File: src/rtl/rotary_quadrature_filter.sv
// Rotary encoder front end: per-channel synchroniser and debounce filter, then a
// quadrature decoder that emits one step pulse per detent and counts illegal moves.
module rotary_quadrature_filter #(
  parameter int SUBSAMP          = 12,
  parameter int FILT_LEN         = 4,
  parameter int STEPS_PER_DETENT = 4,
  parameter int ERR_WIDTH        = 8
) (
  input  logic                 clk,
  input  logic                 reset_n,
  input  logic                 data1,
  input  logic                 data2,
  input  logic                 enable,
  input  logic                 err_clear,
  output logic                 a_filt,
  output logic                 b_filt,
  output logic                 step_valid,
  output logic                 step_dir,
  output logic [ERR_WIDTH-1:0] err_count
);

  localparam int CNT_W = $clog2(FILT_LEN);
  localparam int PH_W  = $clog2(STEPS_PER_DETENT) + 2;
  localparam logic signed [PH_W-1:0] PH_MAX = PH_W'(STEPS_PER_DETENT - 1);
  localparam logic signed [PH_W-1:0] PH_MIN = -PH_MAX;
  localparam logic signed [PH_W-1:0] PH_ONE = PH_W'(1);

  typedef enum logic {SYNC, TRACK} state_t;

  state_t                  state_reg, state_next;
  logic [SUBSAMP-1:0]      presc_reg;
  logic                    tick;
  logic [1:0]              raw;
  logic [1:0]              filt_reg, filt_next;
  logic signed [PH_W-1:0]  phase_reg, phase_next;
  logic [ERR_WIDTH-1:0]    err_reg, err_next;
  logic                    step_valid_reg, step_valid_next;
  logic                    step_dir_reg, step_dir_next;
  logic [1:0]              pos_old, pos_new, delta;

  // Bit 0 carries channel A, bit 1 channel B throughout.
  assign raw  = {data2, data1};
  assign tick = enable && (presc_reg == {SUBSAMP{1'b1}});

  always_ff @(posedge clk or negedge reset_n) begin
    if (!reset_n) begin
      presc_reg <= '0;
    end else if (enable) begin
      presc_reg <= presc_reg + SUBSAMP'(1);
    end
  end

  generate
    for (genvar gi = 0; gi < 2; gi++) begin : g_chan
      logic             meta_reg, sync_reg;
      logic [CNT_W-1:0] cnt_reg, cnt_next;
      logic             filt_bit_next;

      always_ff @(posedge clk or negedge reset_n) begin
        if (!reset_n) begin
          meta_reg <= 1'b0;
          sync_reg <= 1'b0;
          cnt_reg  <= '0;
        end else begin
          meta_reg <= raw[gi];
          sync_reg <= meta_reg;
          cnt_reg  <= cnt_next;
        end
      end

      // Before the first tick the level is adopted as-is; afterwards it must persist.
      always_comb begin
        filt_bit_next = filt_reg[gi];
        cnt_next      = cnt_reg;
        if (tick) begin
          if (state_reg == SYNC) begin
            filt_bit_next = sync_reg;
            cnt_next      = '0;
          end else if (sync_reg == filt_reg[gi]) begin
            cnt_next = '0;
          end else if (cnt_reg == CNT_W'(FILT_LEN - 1)) begin
            filt_bit_next = sync_reg;
            cnt_next      = '0;
          end else begin
            cnt_next = cnt_reg + CNT_W'(1);
          end
        end
      end

      assign filt_next[gi] = filt_bit_next;
    end
  endgenerate

  always_ff @(posedge clk or negedge reset_n) begin
    if (!reset_n) begin
      state_reg      <= SYNC;
      filt_reg       <= '0;
      phase_reg      <= '0;
      err_reg        <= '0;
      step_valid_reg <= 1'b0;
      step_dir_reg   <= 1'b0;
    end else begin
      state_reg      <= state_next;
      filt_reg       <= filt_next;
      phase_reg      <= phase_next;
      err_reg        <= err_next;
      step_valid_reg <= step_valid_next;
      step_dir_reg   <= step_dir_next;
    end
  end

  // Gray position around the cycle 00->10->11->01; a wrapped delta of 1 is forward.
  always_comb begin
    pos_old         = {filt_reg[1], filt_reg[0] ^ filt_reg[1]};
    pos_new         = {filt_next[1], filt_next[0] ^ filt_next[1]};
    delta           = pos_new - pos_old;
    state_next      = state_reg;
    phase_next      = phase_reg;
    err_next        = err_reg;
    step_valid_next = 1'b0;
    step_dir_next   = step_dir_reg;
    if (tick) begin
      if (state_reg == SYNC) begin
        state_next = TRACK;
        phase_next = '0;
      end else begin
        case (delta)
          2'd1: begin
            if (phase_reg == PH_MAX) begin
              phase_next      = '0;
              step_valid_next = 1'b1;
              step_dir_next   = 1'b1;
            end else begin
              phase_next = phase_reg + PH_ONE;
            end
          end
          2'd3: begin
            if (phase_reg == PH_MIN) begin
              phase_next      = '0;
              step_valid_next = 1'b1;
              step_dir_next   = 1'b0;
            end else begin
              phase_next = phase_reg - PH_ONE;
            end
          end
          2'd2: begin
            phase_next = '0;
            if (err_reg != {ERR_WIDTH{1'b1}}) begin
              err_next = err_reg + ERR_WIDTH'(1);
            end
          end
          default: begin
          end
        endcase
      end
    end
    if (err_clear) begin
      err_next = '0;
    end
  end

  assign a_filt     = filt_reg[0];
  assign b_filt     = filt_reg[1];
  assign step_valid = step_valid_reg;
  assign step_dir   = step_dir_reg;
  assign err_count  = err_reg;

endmodule

File: config.mk
export PLATFORM = sky130hd
export DESIGN_NAME = rotary_quadrature_filter
export DESIGN_NICKNAME = d
export VERILOG_FILES = /design/src/rtl/rotary_quadrature_filter.sv
export SDC_FILE = /design/constraint.sdc
export NUM_CORES = 1
export LEC_CHECK = 0
export ABC_AREA = 1
export CAP_MARGIN = 5
export CORE_AREA = 3 3 87 89
export CTS_BUF_LIST = sky130_fd_sc_hd__clkbuf_16
export CTS_CLUSTER_DIAMETER = 120
export DETAILED_ROUTE_END_ITERATION = 8
export DIE_AREA = 0 0 90 92
export DONT_BUFFER_PORTS = 1
export SYNTH_ARGS = -nofsm -noshare
export SYNTH_HDL_FRONTEND = slang
export SYNTH_SLANG_ARGS = --single-unit
File: constraint.sdc
create_clock -name clk -period 2.4 [get_ports clk]
set_clock_uncertainty 0.05 [all_clocks]
set_input_delay 0.24 -clock clk [delete_from_list [all_inputs] [get_ports clk]]
set_output_delay 0.24 -clock clk [all_outputs]
set_load 0.02 [all_outputs]
# Word level (Yosys, flattened, before mapping)
# Cells that the tools add are included.
# totals
ff_bits	37
in_bits	6
out_inout_bits	12
elab_cells	76
# classes
n_addsub	7
n_eq_ne	14
mux	31
bitwise_logic	2
reduce_logical	9
# op_table
cell	n
$mux W8	5
$mux W1	14
$add A12 B1 Y12 const B	1
$eq A12 B12 Y1 const B	1
$mux W2	6
$mux W4	3
$pmux W4 S3	1
$reduce_bool A2 Y1	5
$add A8 B1 Y8 const B	1
$eq A2 B2 Y1 const B	4
$eq A4 B3 Y1 const B	2
$ne A8 B8 Y1 const B	1
$reduce_and A5 Y1	1
$add A2 B1 Y2 const B	2
$add A4 B2 Y4 const B	1
$ne A2 B2 Y1 const B	2
$ne A4 B1 Y1 const B	1
$pmux W1 S2	2
$reduce_and A4 Y1	1
$sub A4 B2 Y4 const B	1
$eq A1 B1 Y1	2
$eq A2 B1 Y1 const B	1
$reduce_and A2 Y1	1
$sub A2 B2 Y2	1
other kinds (2)	3

# Longest topological paths before layout
# Gate-level depths: netlist of the first run.
# depth
word_depth	12
depth_mapped	19
depth_no_buf	19

# Worst setup path after synthesis of the first run
# Ideal clock, no wire load.
# synth_path
kind	reg-to-reg
start	register presc_reg[0]
end	register err_reg[5] (netlist: err_count[5])
setup_ns	0.123
t_arrival_ns	2.401
required_ns	2.227
path_slack_ns	-0.174
stages_incl_launch_ff	17
n_path_buf	0
synth_period_minus_slack_ns	2.574
path_cell_list	dfrtp_1 > ha_1 > inv_1 > nor2_1 > nand2_2 > nor2_8 > inv_2 > a21oi_1 > nand2_1 > o21ai_1 > xor2_1 > ha_1 > inv_1 > nor3_4 > nand2_4 > nand2_4 > o21ai_1
# synth_via
elab_chain_cells	8
elab_cells_between_ends	10
cone_classes	1 x add/sub; 2 x eq/ne; 2 x mux; 1 x bitwise; 4 x reduce/logical
# synth_lines
item	line_no	text
start: declaration	31	logic [SUBSAMP-1:0] presc_reg;
start signal: assignment	49	presc_reg <= presc_reg + SUBSAMP'(1);
$eq A12 B12 Y1 *	43	assign tick = enable && (presc_reg == {SUBSAMP{1'b1}});
$logic_and A1 B1 Y1 *	43	
$mux W1	75	if (tick) begin
$xor A1 B1 Y1	115	pos_new = {filt_next[1], filt_next[0] ^ filt_next[1]};
$sub A2 B2 Y2	116	delta = pos_new - pos_old;
$eq A2 B2 Y1	127	case (delta)
$reduce_bool A2 Y1 (no source line)	-	
$reduce_and A4 Y1 (no source line) *	-	
end signal: assignment	106	err_reg <= err_next;
end: declaration	36	logic [ERR_WIDTH-1:0] err_reg, err_next;
# Mark *: on every way between the ends. The rest lies on a longest branch, timed or not.
# A chain may end at the register's enable or synchronous reset.

# Final worst setup path of the first run
# layout_path
start	register presc_reg[0]
end	register err_reg[6] (netlist: err_count[6])
# The elaborated chain is that of the path after synthesis.

==> impl_metrics.sql, run 1 <==
INSERT INTO impl_metrics (metric_group, metric, value, unit) VALUES
('route', 'vias', '1624', ''),
('logic_synthesis', 'syn-num-nets', '251', ''),
('layout', 'drive_gt1_share', '29.4', '%'),
('layout', 'largest_register_ff_count', '12', ''),
('logic_synthesis', 'syn_inst', '237', ''),
('global_routing', 'antenna_violations_before_repair', '0', ''),
('layout', 'antenna_cells_inserted', '0', ''),
('route', 'wl_met3', '171', 'microns'),
('timing', 'final.setup.tns', '-0.975', 'ns'),
('timing', 'timing.fmax', '396', 'MHz'),
('clock_tree', 'cts.htree.levels', '2', ''),
('die', 'die_area', '8280', 'sq um'),
('worst_setup_path', 'worst_ep_arrival_time', '2.63', 'ns'),
('global_routing', 'track_usage', '10.9', '%'),
('logic_synthesis', 'netlist.area_leader.share', '45.1', '%'),
('global_routing', 'grt_start_max_net_pins', '38', ''),
('global_routing', 'grt_first_pass_wirelength', '7520', 'microns'),
('route', 'firstDrtPassIters', '4', ''),
('route', 'wl_met1', '1920', 'microns'),
('route', 'post_drt_via_cell_ratio', '4.33', ''),
('place', 'gpl.final_weighted_congestion', '0.916', ''),
('worst_setup_path', 'critPathLaunchType', 'register', ''),
('layout', 'finalNetCount', '292', ''),
('worst_setup_path', 'critical_path.max_fanout', '7', ''),
('die', 'io-pin-count', '18', ''),
('layout', 'synthesis_to_finish_area_growth', '33.9', '%'),
('timing', 'final-max-slew-violation-count', '0', ''),
('logic_synthesis', 'synth-warning-count', '0', ''),
('timing', 'max_slew.worst_pin.slew', '0.496', 'ns'),
('logic_synthesis', 'fraction_of_the_yosys_area_taken_by_sequential_cells', '45.1', '%'),
('timing', 'hold_viol_final', '0', ''),
('layout', 'num-fill-cells', '685', ''),
('route', 'finalWirelength', '4300', 'microns'),
('clock_tree', 'clock-sinks', '37', ''),
('logic_synthesis', 'synth.ff_latch_count', '37', ''),
('route', 'drtAntennaViolNets', '0', ''),
('route', 'dr.max_layer_used', 'met4', ''),
('clock_tree', 'clockRootBuffer', 'clkbuf_16', ''),
('power_and_ir_drop', 'power_leakage', '0.00137', 'uW'),
('worst_hold_path', 'tightest_hold_check_type', 'input port to register', ''),
('die', 'row_count', '30', ''),
('global_routing', 'first_global_vias', '1695', ''),
('layout', 'count_of_placed_standard_cells_in_the_final_layout_fillers_left_out', '375', ''),
('timing', 'period_share', '105', '%'),
('flow_run', 'cap_violations', '0', ''),
('logic_synthesis', 'netlist_area', '2050', 'sq um'),
('timing', 'rsz0062_at_grt', 'true', ''),
('die', 'die_height', '92', 'microns'),
('clock_tree', 'ctsLongestPathBuffers', '2', ''),
('die', 'core_region_area', '6830', 'sq um'),
('place', 'port_buffer_count', '0', ''),
('route', 'initialDrtViolationCount', '42', ''),
('global_routing', 'grt.overflow.total', '0', ''),
('logic_synthesis', 'syn_avg_cell_area', '8.66', 'sq um'),
('power_and_ir_drop', 'pwr_density_cell', '595', 'nW/um^2'),
('timing', 'timing.final.setup_violations', '10', ''),
('clock_tree', 'tritoncts', 'built', ''),
('route', 'drc', '0', ''),
('route', 'route.met2.wl', '2170', 'microns'),
('place', 'dpl_wire_length', '2830', 'microns'),
('power_and_ir_drop', 'max-vdd-ir-drop', '0.509', 'mV'),
('clock_tree', 'clkTransAtPathRegs', '0.06', 'ns'),
('logic_synthesis', 'post_synth_main_area_contributors', 'dfrtp_1 45%, nand2_1 9.3%, xor2_1 7.7%', ''),
('clock_tree', 'worst_skew_pair.late_latency', '0.28', 'ns'),
('clock_tree', 'cts-buffers-inserted', '5', ''),
('route', 'drt-wirelength-per-cell', '11.5', 'microns'),
('timing', 'min_period', '2.53', 'ns'),
('run_status', 'status', 'finished, violations left', ''),
('run_status', 'violated_checks', 'negative setup slack', ''),
('layout', 'core_utilization_of_the_finished_layout', '40.3', '%'),
('place', 'placedCellCount', '349', ''),
('worst_setup_path', 'critPathCaptureType', 'register', ''),
('worst_setup_path', 'worstSetupPathType', 'register to register', ''),
('timing', 'final.setup.worst_slack', '-0.128', 'ns'),
('timing', 'relSlewSlack', '66.8', '%'),
('logic_synthesis', 'netlist.top_cell.by_area', 'dfrtp_1', ''),
('die', 'initial_core_utilization', '30.1', '%'),
('worst_setup_path', 'required_time_of_the_worst_setup_path', '2.51', 'ns'),
('die', 'floorplan.die.width', '90', 'microns'),
('logic_synthesis', 'netlist-cell-type-count', '27', '');
==> layout make-up <==
class | count | area [sq um] | area share, %
clock inverters | 3 | 17.5 | 0.637
inverters | 34 | 135 | 4.91
multi-input cells | 164 | 1120 | 40.6
clock buffers | 5 | 125 | 4.55
flip-flops and latches | 37 | 926 | 33.7
repair buffers | 36 | 310 | 11.3
well taps | 96 | 120 | 4.37
==> worst paths after layout <==
check	endpoint	depth (start not counted)	start	slack, ns
worst max register to register	err_count[6]	15	presc_reg[0]	-0.13
worst max-delay path	err_count[6]	15	presc_reg[0]	-0.13
max in group asynchronous	err_count[1]	2	reset_n	1.72
min in group asynchronous	g_chan[0].cnt_reg[0]	2	reset_n	0.38
worst min register to register	g_chan[1].sync_reg	0	g_chan[1].meta_reg	0.30
worst min-delay path	presc_reg[1]	2	enable	0.02
==> cell usage in the layout, fill, tap and decap left out, types with 2 or more instances in the layout <==
| cell | n |
|---|---|
| clkinv_1 | 2 |
| buf_6 | 4 |
| xor2_1 | 18 |
| a21oi_2 | 2 |
| o21ai_2 | 3 |
| nand3_1 | 18 |
| nand4_1 | 4 |
| inv_1 | 28 |
| ha_1 | 6 |
| o21ai_1 | 3 |
| nor3_1 | 6 |
| inv_2 | 3 |
| a32o_1 | 2 |
| a21oi_4 | 2 |
| nand2_4 | 4 |
| dlygate4sd3_1 | 5 |
| buf_4 | 26 |
| clkbuf_16 | 5 |
| nand2_1 | 47 |
| ha_2 | 2 |
| xnor2_1 | 5 |
| a21oi_1 | 2 |
| nand3_2 | 7 |
| nor2_1 | 14 |
| nand2_2 | 7 |
| o21ai_4 | 2 |
| nor2_2 | 4 |
| dfrtp_1 | 37 |
==> per-stage QoR <==
step	power, uW	setup slack [ns]	area [sq um]	hold slack (ns)
final	1640	-0.128	2750	0.0243
after global routing	1730	-0.318	2750	0.0362
after CTS	1640	-0.0598	2600	0.0232
after detailed placement	967	-0.0417	2320	-0.105
after global placement	963	-0.0426	2320	-0.105
after floorplan	869	-0.0358	2080	-0.106
==> timing repair <==
item	in CTS	in global routing
buffers inserted	6	6
endpoints found under the hold margin	41	0
hold buffers	6	0
pin swaps	4	16
setup endpoints to repair	12	14
gates resized for setup	6	30
==> cells in the mapped netlist <==
master and number:
nand2_1 51, dfrtp_1 37, inv_1 31, nand3_1 23, nor2_1 18, xor2_1 18
ha_1 8, a21oi_1 6, nor3_1 6, o21ai_0 5, xnor2_1 5, nand2_2 4
nand2_4 4, nand4_1 4, o21ai_1 3, a32o_1 2, nand3_2 2, buf_4 1
clkbuf_1 1, clkinv_1 1, inv_2 1, inv_4 1, nand4_4 1, nor2_4 1
nor2_8 1, nor3_4 1, or2_2 1
==> where the power goes <==
group | internal [uW] | switching, uW | leakage [uW]
combinational | 149 | 131 | 0.000826
clock | 380 | 242 | 0.0000712
sequential | 691 | 41.5 | 0.000474
total | 1220 | 415 | 0.00137
==> cells by family after synthesis <==
logic type	after synthesis	synth area share (%)
xor+xnor	23	9.81
flops	37	45.1
simple gates	117	28.9
fa+ha+maj	8	4.88
compound gates	16	4.39
buf+inv	36	6.89
==> layer usage <==
metal  track usage, %  up-vias
li1                 -      842
met1             13.5      749
met2             18.8       29
met3             3.20        4
met4             2.30        0
met5                0        -
==> critical path, stage by stage (launching register included) <==
cell and delay [ns]:
dfrtp_1 0.35, ha_2 0.19, inv_2 0.04, nor2_2 0.08, nand2_2 0.10, nor2_8 0.14
inv_4 0.05, a21oi_4 0.13, o21ai_2 0.08, xor2_1 0.17, ha_2 0.36, inv_2 0.06
nor3_4 0.27, nand2_4 0.13, nand2_4 0.14, o21ai_1 0.07
Note: power is estimated with default switching activity, not from simulation.
==> inputs of run 2 (changes only) <==
Settings changed: CORE_AREA 3 3 87 89 to 3 3 76 78, DIE_AREA 0 0 90 92 to 0 0 79 81.
==> impl_metrics.sql, run 2 (synthesized netlist as in run 1, its figures left out) <==
INSERT INTO impl_metrics (metric_group, metric, value, unit) VALUES
('layout', 'num-fill-cells', '502', ''),
('die', 'row_count', '26', ''),
('die', 'die_area', '6400', 'sq um'),
('worst_setup_path', 'critical_path.slowest_cell', 'dfrtp_1', ''),
('layout', 'area.sequential', '926', 'sq um'),
('worst_setup_path', 'worst_path_most_repeated_cell', 'nand2_1', ''),
('flow_run', 'cap_violations', '0', ''),
('timing', 'rsz0062_at_grt', 'true', ''),
('worst_setup_path', 'setup.worst_path.start', 'presc_reg[1]', ''),
('die', 'die_height', '81', 'microns'),
('timing', 'max_slew.worst_pin.slew', '0.481', 'ns'),
('worst_setup_path', 'required_time_of_the_worst_setup_path', '2.57', 'ns'),
('global_routing', 'grt.overflow.total', '0', ''),
('clock_tree', 'cts.htree.levels', '2', ''),
('place', 'dpl_worst_slack', '-0.103', 'ns'),
('power_and_ir_drop', 'max-vdd-ir-drop', '0.569', 'mV'),
('timing', 'hold_viol_final', '0', ''),
('global_routing', 'grt_start_max_net_pins', '38', ''),
('worst_hold_path', 'timing.hold.worst.start', 'enable', ''),
('timing', 'timing.fmax', '403', 'MHz'),
('route', 'initialDrtViolationCount', '60', ''),
('global_routing', 'track_usage', '14.0', '%'),
('timing', 'relSlewSlack', '67.8', '%'),
('die', 'initial_core_utilization', '39.9', '%'),
('route', 'post_drt_via_cell_ratio', '4.64', ''),
('clock_tree', 'ctsLongestPathBuffers', '2', ''),
('global_routing', 'grt_first_pass_wirelength', '6950', 'microns'),
('die', 'core_region_area', '5140', 'sq um'),
('power_and_ir_drop', 'p_seq_share', '45.0', '%'),
('layout', 'mostFrequentLayoutCell', 'nand2_1', ''),
('clock_tree', 'clock-sinks', '37', ''),
('worst_setup_path', 'critical_path.cell_chain', 'ha_2 > inv_2 > nor2_2 > nand2_2 > nor2_8 > inv_4 > a21oi_4 > nand2_2 > o21ai_2 > xor2_1 > ha_2 > buf_6 > or2_4 > nand3_2 > nand2_1 > nor2_1 > nand2_1 > nand2_1', ''),
('worst_hold_path', 'tightest_hold_check_type', 'input port to register', ''),
('power_and_ir_drop', 'p_comb_share', '18.0', '%'),
('timing', 'period_share', '103', '%'),
('worst_setup_path', 'critical_path.top_delay_family', 'simple AND/OR/NAND/NOR gates', ''),
('route', 'drc', '0', ''),
('layout', 'core_utilization_of_the_finished_layout', '50.3', '%'),
('place', 'gpl.final_weighted_congestion', '0.827', ''),
('clock_tree', 'clockRootBuffer', 'clkbuf_16', ''),
('worst_setup_path', 'critical_path.max_fanout', '3', ''),
('layout', 'drive_gt1_share', '23.6', '%'),
('layout', 'layout_common_cells', '47 x nand2_1, 37 x dfrtp_1, 30 x inv_1', ''),
('worst_setup_path', 'critPathLaunchType', 'register', ''),
('worst_setup_path', 'worst_r2r_startpoint', 'presc_reg[1]', ''),
('worst_setup_path', 'critical-path-max-stage-delay', '0.35', 'ns'),
('clock_tree', 'worst_skew_pair.late_latency', '0.28', 'ns'),
('place', 'port_buffer_count', '0', ''),
('worst_setup_path', 'critPathBufInv', '3', ''),
('layout', 'antenna_cells_inserted', '0', ''),
('layout', 'synthesis_to_finish_area_growth', '25.8', '%'),
('run_status', 'violated_checks', 'negative setup slack', ''),
('global_routing', 'first_global_vias', '1559', ''),
('power_and_ir_drop', 'power_leakage', '0.00132', 'uW'),
('route', 'drtAntennaViolNets', '0', ''),
('worst_setup_path', 'worst_ep_arrival_time', '2.65', 'ns'),
('route', 'vias', '1582', ''),
('die', 'floorplan.die.width', '79', 'microns'),
('power_and_ir_drop', 'pwr_density_cell', '629', 'nW/um^2'),
('layout', 'largest_register_ff_count', '12', ''),
('route', 'drt-wirelength-per-cell', '11.5', 'microns'),
('run_status', 'status', 'finished, violations left', ''),
('clock_tree', 'cts-buffers-inserted', '5', ''),
('power_and_ir_drop', 'share_of_power_burned_in_the_clock_network', '37.1', '%'),
('place', 'dpl_wire_length', '2730', 'microns'),
('worst_setup_path', 'worstSetupPathType', 'register to register', ''),
('power_and_ir_drop', 'internal-power', '1220', 'uW'),
('route', 'finalWirelength', '3930', 'microns'),
('power_and_ir_drop', 'sw_frac_of_total', '24.8', '%'),
('worst_setup_path', 'critPathCaptureType', 'register', ''),
('global_routing', 'antenna_violations_before_repair', '0', ''),
('layout', 'multi_input_area', '1050', 'sq um'),
('timing', 'hold_ws', '0.0285', 'ns'),
('route', 'firstDrtPassIters', '4', ''),
('timing', 'min_period', '2.48', 'ns'),
('timing', 'timing.final.setup_violations', '8', ''),
('layout', 'finalNetCount', '285', ''),
('power_and_ir_drop', 'power.switching', '403', 'uW'),
('timing', 'final.setup.worst_slack', '-0.0789', 'ns'),
('die', 'io-pin-count', '18', ''),
('clock_tree', 'tritoncts', 'built', ''),
('timing', 'final-max-slew-violation-count', '0', ''),
('clock_tree', 'clkTransAtPathRegs', '0.06', 'ns');
==> run 2: path summary, 6_finish.rpt <==
kind	endpoint	slack, ns	cells past startpoint
hold reg to reg	g_chan[0].sync_reg	0.30	0
hold / removal	presc_reg[1]	0.03	2
min in group asynchronous	presc_reg[7]	0.37	2
setup reg to reg	phase_reg[1]	-0.08	18
max in group asynchronous	presc_reg[2]	1.73	2
setup / recovery	phase_reg[1]	-0.08	18
==> run 2: metal layers <==
metal / vias to the layer above / wire length (microns) / track usage, %
met2: 20 / 1860 / 23.1
met1: 736 / 1880 / 17.0
met5: - / 0 / 0
met3: 4 / 150 / 4.10
li1: 822 / - / -
met4: 0 / 44 / 6.19
==> run 2: timing repair <==
action,in CTS,in global routing
gates resized for setup,7,10
gates cloned,0,0
endpoints found under the setup margin,13,14
buffers inserted,5,3
pin swaps,15,17
hold endpoints to repair,41,0
hold buffers,6,0
==> run 2: through the flow <==
stage               TNS (ns)  instances  total power, uW  area (sq um)
floorplan             -0.175        237              869          2080
global placement      -0.348        320              953          2260
detailed placement    -0.910        320              955          2260
CTS                   -0.501        338             1630          2530
global route           -2.29        341             1730          2580
finish                -0.200        341             1630          2580
==> run 2: final cells by class <==
| class | instances | area share (%) |
|---|---|---|
| flip-flops and latches | 37 | 35.8 |
| multi-input cells | 164 | 40.7 |
| clock buffers | 5 | 4.84 |
| well taps | 70 | 3.39 |
| repair buffers | 29 | 9.69 |
| clock inverters | 2 | 0.291 |
| inverters | 34 | 5.23 |
==> run 2: power groups by stage <==
stage | Combinational [uW] | Sequential [uW] | Clock [uW]
3_5_place_dp | 210 | 745 | 0
6_report | 292 | 731 | 603
5_1_grt | 335 | 742 | 651
4_1_cts | 268 | 732 | 625
2_1_floorplan | 118 | 750 | 0
3_3_place_gp | 209 | 744 | 0
==> inputs of run 3 (changes only) <==
Settings changed: CAP_MARGIN 5 to default, CORE_AREA 3 3 76 78 to 2 2 75 77, DIE_AREA 0 0 79 81 to 0 0 77 79, PLACE_DENSITY from default to 0.64.
==> impl_metrics.sql, run 3 (synthesized netlist as in run 1, its figures left out) <==
INSERT INTO impl_metrics (metric_group, metric, value, unit) VALUES
('die', 'core_region_area', '5340', 'sq um'),
('layout', 'finalNetCount', '290', ''),
('timing', 'hold_viol_final', '0', ''),
('timing', 'min_period', '2.51', 'ns'),
('route', 'drc', '0', ''),
('run_status', 'status', 'finished, violations left', ''),
('timing', 'period_share', '105', '%'),
('place', 'dpl_wire_length', '2790', 'microns'),
('die', 'io-pin-count', '18', ''),
('worst_setup_path', 'critical_path.slowest_cell', 'dfrtp_1', ''),
('clock_tree', 'cts.htree.levels', '2', ''),
('run_status', 'violated_checks', 'negative setup slack', ''),
('power_and_ir_drop', 'share_of_power_burned_in_the_clock_network', '37.0', '%'),
('timing', 'final.setup.worst_slack', '-0.109', 'ns'),
('worst_setup_path', 'worst_path_most_repeated_cell', 'nand2_1', ''),
('worst_setup_path', 'worst_ep_arrival_time', '2.67', 'ns'),
('worst_setup_path', 'critPathCaptureType', 'register', ''),
('clock_tree', 'worst_skew_pair.late_latency', '0.28', 'ns'),
('worst_setup_path', 'critPathLaunchType', 'register', ''),
('layout', 'antenna_cells_inserted', '0', ''),
('power_and_ir_drop', 'p_seq_share', '45.2', '%'),
('power_and_ir_drop', 'sw_frac_of_total', '25.2', '%'),
('route', 'initialDrtViolationCount', '79', ''),
('die', 'row_count', '27', ''),
('timing', 'rsz0062_at_grt', 'true', ''),
('layout', 'layout_common_cells', '46 x nand2_1, 37 x dfrtp_1, 30 x inv_1', ''),
('timing', 'final-max-slew-violation-count', '0', ''),
('route', 'vias', '1647', ''),
('worst_setup_path', 'critPathBufInv', '3', ''),
('power_and_ir_drop', 'internal-power', '1220', 'uW'),
('die', 'die_area', '6080', 'sq um'),
('worst_hold_path', 'tightest_hold_check_type', 'input port to register', ''),
('power_and_ir_drop', 'p_comb_share', '17.8', '%'),
('clock_tree', 'ctsLongestPathBuffers', '2', ''),
('global_routing', 'antenna_violations_before_repair', '0', ''),
('layout', 'largest_register_ff_count', '12', ''),
('worst_setup_path', 'required_time_of_the_worst_setup_path', '2.57', 'ns'),
('clock_tree', 'cts-buffers-inserted', '5', ''),
('worst_setup_path', 'critical_path.top_delay_family', 'simple AND/OR/NAND/NOR gates', ''),
('timing', 'max_slew.worst_pin.slew', '0.468', 'ns'),
('route', 'firstDrtPassIters', '4', ''),
('global_routing', 'track_usage', '14.7', '%'),
('layout', 'multi_input_area', '1120', 'sq um'),
('layout', 'synthesis_to_finish_area_growth', '31.1', '%'),
('route', 'post_drt_via_cell_ratio', '4.75', ''),
('route', 'finalWirelength', '4130', 'microns'),
('global_routing', 'first_global_vias', '1713', ''),
('die', 'die_height', '79', 'microns'),
('route', 'drtAntennaViolNets', '0', ''),
('worst_setup_path', 'critical_path.max_fanout', '3', ''),
('timing', 'hold_ws', '0.0337', 'ns'),
('die', 'floorplan.die.width', '77', 'microns'),
('layout', 'drive_gt1_share', '28.0', '%'),
('global_routing', 'grt_first_pass_wirelength', '7250', 'microns'),
('worst_setup_path', 'critical_path.cell_chain', 'ha_2 > inv_1 > nor2_1 > nand2_2 > nor2_8 > inv_4 > a21oi_4 > nand2_2 > o21ai_2 > xor2_1 > ha_2 > buf_6 > or2_4 > nand3_2 > nand2_1 > nor2_1 > nand2_1 > nand2_1', ''),
('global_routing', 'grt.overflow.total', '0', ''),
('place', 'port_buffer_count', '0', ''),
('layout', 'layout.cell_area.non_filler', '2690', 'sq um'),
('flow_run', 'cap_violations', '0', ''),
('place', 'placed_area', '2280', 'sq um'),
('clock_tree', 'clock-sinks', '37', ''),
('timing', 'timing.fmax', '399', 'MHz'),
('route', 'drt-wirelength-per-cell', '11.9', 'microns'),
('global_routing', 'grt_start_max_net_pins', '38', ''),
('layout', 'num-fill-cells', '514', ''),
('timing', 'timing.final.setup_violations', '13', ''),
('power_and_ir_drop', 'pwr_density_cell', '606', 'nW/um^2'),
('power_and_ir_drop', 'max-vdd-ir-drop', '0.720', 'mV'),
('clock_tree', 'clkTransAtPathRegs', '0.05', 'ns'),
('place', 'gpl.final_weighted_congestion', '0.836', ''),
('layout', 'mostFrequentLayoutCell', 'nand2_1', ''),
('timing', 'relSlewSlack', '68.7', '%'),
('clock_tree', 'clockRootBuffer', 'clkbuf_16', ''),
('clock_tree', 'tritoncts', 'built', ''),
('power_and_ir_drop', 'power.switching', '411', 'uW'),
('power_and_ir_drop', 'power_leakage', '0.00136', 'uW'),
('worst_setup_path', 'critical-path-max-stage-delay', '0.35', 'ns'),
('layout', 'area.sequential', '926', 'sq um'),
('worst_setup_path', 'worstSetupPathType', 'register to register', ''),
('die', 'initial_core_utilization', '38.5', '%');
## run 3: cell count changes in the layout (fill, tap and decap cells not counted), sizes merged
cell and change:
inv -1, buf +5
## run 3: repair_timing
action                                 CTS  global route
endpoints found under the hold margin   41             0
setup buffers                            8             3
setup endpoints to repair               13            14
resized for setup                       16            17
pin swaps                               13            18
hold buffers                             6             0
gates cloned                             0             0
## run 3: metrics by stage
step | setup TNS [ns] | power, uW | util [%] | setup slack [ns] | std cells
6_report | -0.896 | 1630 | 50.4 | -0.109 | 347
5_1_grt | -3.34 | 1710 | 50.4 | -0.290 | 347
4_1_cts | -0.881 | 1630 | 48.5 | -0.109 | 344
3_5_place_dp | -1.31 | 961 | 42.8 | -0.144 | 324
3_3_place_gp | -0.534 | 951 | 42.8 | -0.0908 | 324
2_1_floorplan | -0.175 | 869 | - | -0.0358 | 237
## run 3: per-layer routing
metal	vias up	routed length, microns	global-route usage [%]
met2	20	2080	25.6
met3	7	153	4.43
met4	0	65	5.18
li1	828	-	-
met5	-	0	0
met1	792	1840	17.4
## run 3: area by class of cell
class | instances | share of cell area [%]
inverter | 34 | 4.93
multi-input combinational | 164 | 41.7
timing repair buffer | 34 | 10.8
clock inverter | 1 | 0.186
sequential | 37 | 34.4
clock buffer | 5 | 4.65
tap | 72 | 3.35
## run 3: worst paths after layout
| path | from | end | slack [ns] | cells after the start |
|---|---|---|---|---|
| max in group asynchronous | reset_n | err_count[1] | 1.75 | 2 |
| worst max-delay path | presc_reg[0] | phase_reg[1] | -0.11 | 18 |
| worst min-delay path | enable | presc_reg[1] | 0.03 | 2 |
| worst max register to register | presc_reg[0] | phase_reg[1] | -0.11 | 18 |
| worst min register to register | g_chan[1].meta_reg | g_chan[1].sync_reg | 0.30 | 0 |
| min in group asynchronous | reset_n | presc_reg[5] | 0.37 | 2 |
## run 3: power by group through the flow
| stage | clock [uW] | combinational (uW) | sequential, uW |
|---|---|---|---|
| after floorplan | 0 | 118 | 750 |
| after global placement | 0 | 207 | 744 |
| after detailed placement | 0 | 212 | 749 |
| after CTS | 622 | 276 | 735 |
| after global routing | 641 | 326 | 744 |
| final | 603 | 289 | 737 |
## run 3: worst register-to-register path: cells and delay by family (launching register included)
kind,cells,cell delay (ns)
and+or+nand+nor,10,0.95
adders and majority gates,2,0.51
DFF,1,0.35
buffers and inverters,3,0.22
AOI/OAI and AO/OA,2,0.20
xor gates and xnor gates,1,0.18
